--- config.mk ---
export PLATFORM = sky130hd
export DESIGN_NAME = seq_pattern_tx
export DESIGN_NICKNAME = d
export VERILOG_FILES = /design/src/rtl/seq_pkg.sv /design/src/rtl/seq_ref_model.sv /design/src/rtl/seq_pattern_tx.sv
export SDC_FILE = /design/constraint.sdc
export NUM_CORES = 1
export LEC_CHECK = 0
export ABC_AREA = 1
export CAP_MARGIN = 10
export CORE_ASPECT_RATIO = 0.9
export CORE_UTILIZATION = 30
export CTS_BUF_LIST = sky130_fd_sc_hd__clkbuf_16
export DETAILED_ROUTE_END_ITERATION = 8
export RECOVER_POWER = 50
export SYNTH_ARGS = -nofsm -noshare
export SYNTH_HDL_FRONTEND = slang
export SYNTH_HIERARCHICAL = 1
export SYNTH_SLANG_ARGS = --single-unit
--- constraint.sdc ---
create_clock -name clk -period 4.2 [get_ports clk]
set_input_delay 0.84 -clock clk [delete_from_list [all_inputs] [get_ports clk]]
set_output_delay 0.84 -clock clk [all_outputs]
set_load 0.01 [all_outputs]
--- src/rtl/seq_pkg.sv ---
// seq_pkg: shared state types, pattern constant and pattern-tracking next-state helper
package seq_pkg;
  typedef enum logic [1:0] {IDLE, SHIFT, DONE} tx_e;
  typedef enum logic [2:0] {M0, M1, M2, M3, M4} model_e;
  localparam logic [3:0] PAT_1011 = 4'b1011;
  function automatic model_e model_next(input model_e s, input logic b, input logic [3:0] pat);
    int st, h, r;
    st = (s == M4) ? 0 : int'(s);
    h = ((int'(pat) >> (4 - st)) << 1) | int'(b);
    r = 0;
    for (int l = 1; l <= 4; l++)
      if (l <= st + 1 && (h & ((1 << l) - 1)) == (int'(pat) >> (4 - l))) r = l;
    return model_e'(r[2:0]);
  endfunction
endpackage

--- src/rtl/seq_ref_model.sv ---
// seq_ref_model: non-overlapping Moore pattern tracker producing exp_y and a saturating match count
module seq_ref_model
  import seq_pkg::*;
#(
  parameter logic [3:0] PATTERN = PAT_1011,
  parameter int CNT_W = 8
) (
  input  logic             clk,
  input  logic             reset,
  input  logic             bit_valid,
  input  logic             bit_in,
  output logic             exp_y,
  output logic [CNT_W-1:0] match_cnt
);
  model_e m_q, m_d;
  logic [CNT_W-1:0] cnt_q, cnt_d;
  // advance only on valid bits; count each entry into the match state until all-ones
  always_comb begin
    m_d = bit_valid ? model_next(m_q, bit_in, PATTERN) : m_q;
    cnt_d = (m_d == M4 && m_q != M4 && !(&cnt_q)) ? cnt_q + 1'b1 : cnt_q;
  end
  // model state and counter registers
  always_ff @(posedge clk) begin
    if (!reset) begin
      m_q <= M0;
      cnt_q <= '0;
    end else begin
      m_q <= m_d;
      cnt_q <= cnt_d;
    end
  end
  assign exp_y = m_q == M4;
  assign match_cnt = cnt_q;
endmodule

--- src/rtl/seq_pattern_tx.sv ---
// seq_pattern_tx: loads a parallel frame over valid/ready and shifts it out MSB-first with expected detector output
module seq_pattern_tx
  import seq_pkg::*;
#(
  parameter int WIDTH = 8,
  parameter logic [3:0] PATTERN = PAT_1011,
  parameter int CNT_W = 8
) (
  input  logic             clk,
  input  logic             reset,
  input  logic             load_valid,
  input  logic [WIDTH-1:0] load_data,
  output logic             load_ready,
  output logic             x,
  output logic             x_valid,
  output logic             busy,
  output logic             done,
  output logic             exp_y,
  output logic [CNT_W-1:0] match_cnt
);
  localparam int IW = (WIDTH > 2) ? $clog2(WIDTH) : 1;
  tx_e state_q, state_d;
  logic [WIDTH-1:0] sreg_q, sreg_d;
  logic [IW-1:0] idx_q, idx_d;
  logic x_q, x_valid_q, done_q;
  logic hs;
  assign load_ready = state_q == IDLE;
  assign hs = load_valid & load_ready;
  // handshake, shift and bit-count sequencing
  always_comb begin
    state_d = state_q;
    sreg_d = sreg_q;
    idx_d = idx_q;
    case (state_q)
      IDLE: if (hs) begin
        state_d = SHIFT;
        sreg_d = load_data;
        idx_d = IW'(WIDTH - 1);
      end
      SHIFT: begin
        sreg_d = sreg_q << 1;
        idx_d = idx_q - 1'b1;
        state_d = (idx_q == '0) ? DONE : SHIFT;
      end
      default: state_d = IDLE;
    endcase
  end
  // state registers; x/x_valid/done are registered from next-state values
  always_ff @(posedge clk) begin
    if (!reset) begin
      state_q <= IDLE;
      sreg_q <= '0;
      idx_q <= '0;
      x_q <= 1'b0;
      x_valid_q <= 1'b0;
      done_q <= 1'b0;
    end else begin
      state_q <= state_d;
      sreg_q <= sreg_d;
      idx_q <= idx_d;
      x_q <= (state_d == SHIFT) & sreg_d[WIDTH-1];
      x_valid_q <= state_d == SHIFT;
      done_q <= state_d == DONE;
    end
  end
  assign x = x_q;
  assign x_valid = x_valid_q;
  assign done = done_q;
  assign busy = state_q != IDLE;
  seq_ref_model #(.PATTERN(PATTERN), .CNT_W(CNT_W)) u_model (
    .clk      (clk),
    .reset    (reset),
    .bit_valid(x_valid_q),
    .bit_in   (x_q),
    .exp_y    (exp_y),
    .match_cnt(match_cnt)
  );
endmodule
==> results.py <==
metrics = {
    "outcome": {
        "status": "completed",
    },
    "critical_path": {
        "worstPathRequired_ns": 4.39,
        "critPathKind": "in -> reg",
        "crit_fanout": 10,
        "r2r_cells": 12,
        "crit_path_start_kind": "input pin",
        "worst_setup_path_end_kind": "flop",
        "regToRegSetupSlack_ns": 2.15,
        "cp_data_arrival_time_ns": 2.73,
        "reg2reg_from": "u_model/m_q[0]",
        "r2r-end": "u_model/match_cnt[2]",
    },
    "synthesis": {
        "yosys.area.top_type": "dfxtp_1",
        "synth_compound_area_share_pct": 7.95,
        "yosysMostFrequentCell": "nand2_1",
        "synthTopCellsByCount": "53 x nand2_1, 27 x dfxtp_1, 25 x inv_1",
        "muxShareOfSynthArea_pct": 0,
        "synth_nets": 221,
        "async_reset_ff_share_pct": 0,
        "syn_area_um2": 1450,
        "synth_top_family_by_area": "simple AND/OR/NAND/NOR gates",
        "dominantRegCellSynth": "dfxtp_1",
        "ys_types": 28,
        "synth_adder_area_share_pct": 5.19,
        "synth.ff_latch_count": 27,
        "synthCells": 204,
        "yosys.area_share.simple_pct": 36.3,
        "ys_seq_area_share_pct": 37.3,
        "yosysWarnings": 6,
        "yosys.area.top_type_share_pct": 37.3,
        "synthXorXnorAreaFrac_pct": 4.24,
        "avgSynthCellArea_um2": 7.10,
        "synth_area_leaders": "dfxtp_1 37%, nand2_1 14%, inv_1 6.5%",
        "synth_edf_count": 0,
    },
    "floorplan": {
        "dieWidth_um": 75.2,
        "row_count": 23,
        "die-area_um2": 5110,
        "core_um2": 4550,
        "die-height_um": 67.9,
        "ios": 25,
        "initial_core_util_pct": 31.8,
    },
    "worst_hold_path": {
        "min_path_cells": 2,
        "min_from": "sreg_q[0]",
        "hold_class": "reg -> reg",
        "hold_path_end": "sreg_q[0]",
    },
    "routing": {
        "drtIter0Drc": 62,
        "post_drt_wl_per_cell_um": 9.63,
        "dr.pass1.iters": 4,
        "vias": 1242,
        "routed_wl_um": 2810,
        "ant_nets": 0,
        "drc": 0,
        "vias_per_cell": 4.25,
    },
    "clock_network": {
        "cts.sinks": 27,
        "cts_tree": "done",
        "holdBufCountCts": 0,
        "cts_resized": 0,
        "post-cts-setup-buffers": 0,
        "numCtsBuffers": 3,
        "clk_pin_slew_ns": 0.07,
        "clk_path_buf_depth": 2,
        "cts-htree-levels": 1,
        "clock-root-buffer": "clkbuf_16",
        "worstSkewPairLatency_ns": 0.26,
    },
    "power": {
        "p_per_area_nw_per_um2": 339,
        "ir_drop_mv": 0.163,
        "p_leak_nw": 0.843,
    },
    "final_layout": {
        "drive_gt1_share_pct": 9.13,
        "fillers": 510,
        "diodes": 0,
        "nets": 248,
        "finalNonFillerCells": 292,
        "area_growth_pct": 25.8,
    },
    "timing": {
        "maxSlewHeadroom_pct": 26.6,
        "worstMarginPinSlew_ns": 1.09,
        "fmaxAchievable_mhz": 394,
        "post-route-period-util_pct": 60.4,
        "fin_skew_ns": 0.00292,
        "finalSetupViolations": 0,
        "rsz0062_at_grt": "no",
        "finalSetupTns_ns": 0,
        "hold_viol": 0,
        "maxSlewViolCount": 0,
        "fin_crit_ns": 2.54,
    },
    "global_routing": {
        "antenna_found_initial": 0,
        "grt_max_degree": 16,
        "grt_pass1_wl_um": 5030,
        "grt_overflow": 0,
        "grt_usage_pct": 12.7,
        "grt_pass1_vias": 1151,
    },
    "place": {
        "port_buffers": 24,
        "dp_cells": 288,
        "dp_hpwl_um": 2030,
        "gp_congestion": 0.765,
    },
    "job": {
        "cap_violations": 0,
    },
}
-- registers in the layout (all words and copies together), names as in the netlist --
signal and flops:
u_model/m_q 3, done 1, sreg_q 8, state_q 2, u_model/match_cnt 8, x_valid 1, idx_q 3, x 1
-- where the power goes --
part	internal, mW	switching, mW	leakage, nW
clock network	0.128	0.0868	0.0409
registers	0.273	0.0122	0.221
logic	0.0498	0.0665	0.581
-- placed cells by master, fill, tap and decap left out --
cell type	instances
a21oi_1	13
nor2_2	2
dlygate4sd3_1	6
inv_2	2
nand3_2	2
xnor2_1	2
ha_1	6
nor2_1	23
o211ai_1	1
nand2_1	53
nand2_2	4
clkdlybuf4s50_1	18
o21bai_2	1
nor2_8	1
nand4_1	1
or2_2	1
a21oi_2	1
o21ai_0	3
xor2_1	5
nand3_1	18
clkinv_1	2
nor3_1	4
inv_1	26
nand2_4	1
dfxtp_1	27
clkinv_2	1
nor2_4	2
or2_1	1
clkbuf_16	3
-- layout make-up --
| type | count | area (um^2) | share of cell area, % |
|---|---|---|---|
| clock inverters | 1 | 5.00 | 0.275 |
| inverters | 30 | 113 | 6.19 |
| clock buffers | 3 | 75.1 | 4.12 |
| repair buffers | 24 | 240 | 13.2 |
| multi-input cells | 145 | 769 | 42.3 |
| well taps | 62 | 77.6 | 4.26 |
| flip-flops and latches | 27 | 541 | 29.7 |
-- routing by layer --
layer  wire length [um]  share of wire [%]  GRT usage [%]  vias to the layer above
met5                  0                  0              0                        -
met4                  0                  0           4.17                        0
met3                 79                2.8           2.21                        0
met2               1180                 42           20.0                       19
met1               1550                 55           17.7                      538
li1                   -                  -              -                      685
-- how the worst max path moves through the flow --
stage	endpoint	cells past startpoint	slack, ns	start
finish	sreg_q[6]	6	1.66	load_valid
CTS	exp_y	5	1.67	u_model/m_q[0]
detailed placement	sreg_q[5]	6	1.95	load_valid
floorplan	u_model/match_cnt[6]	10	2.43	u_model/m_q[0]
global route	sreg_q[5]	6	1.43	load_valid
global placement	exp_y	5	1.97	u_model/m_q[0]
-- per-stage QoR --
stage	area [um^2]	total power, mW	setup slack (ns)	util (%)	hold WS, ns
global route	1820	0.654	1.43	40.0	0.518
finish	1820	0.616	1.66	40.0	0.468
CTS	1830	0.627	1.67	40.2	0.471
global placement	1750	0.411	1.97	38.4	0.457
detailed placement	1750	0.411	1.95	38.4	0.461
floorplan	1450	0.370	2.43	-	0.441
-- critical path: stages --
cell and delay, ns:
dlygate4sd3_1 0.68, o21ai_0 0.90, nand2_1 0.12, inv_1 0.09
nor2_1 0.04, nor2_1 0.06
-- kinds of logic (layout without fill, tap and decap cells) --
| family | Yosys count | in the layout |
|---|---|---|
| and+or+nand+nor | 113 | 113 |
| buffers and inverters | 32 | 58 |
| DFF | 27 | 27 |
| AOI/OAI and AO/OA | 19 | 19 |
| xor gates and xnor gates | 7 | 7 |
| adders and majority gates | 6 | 6 |
Power figures use the tool's default switching activity.
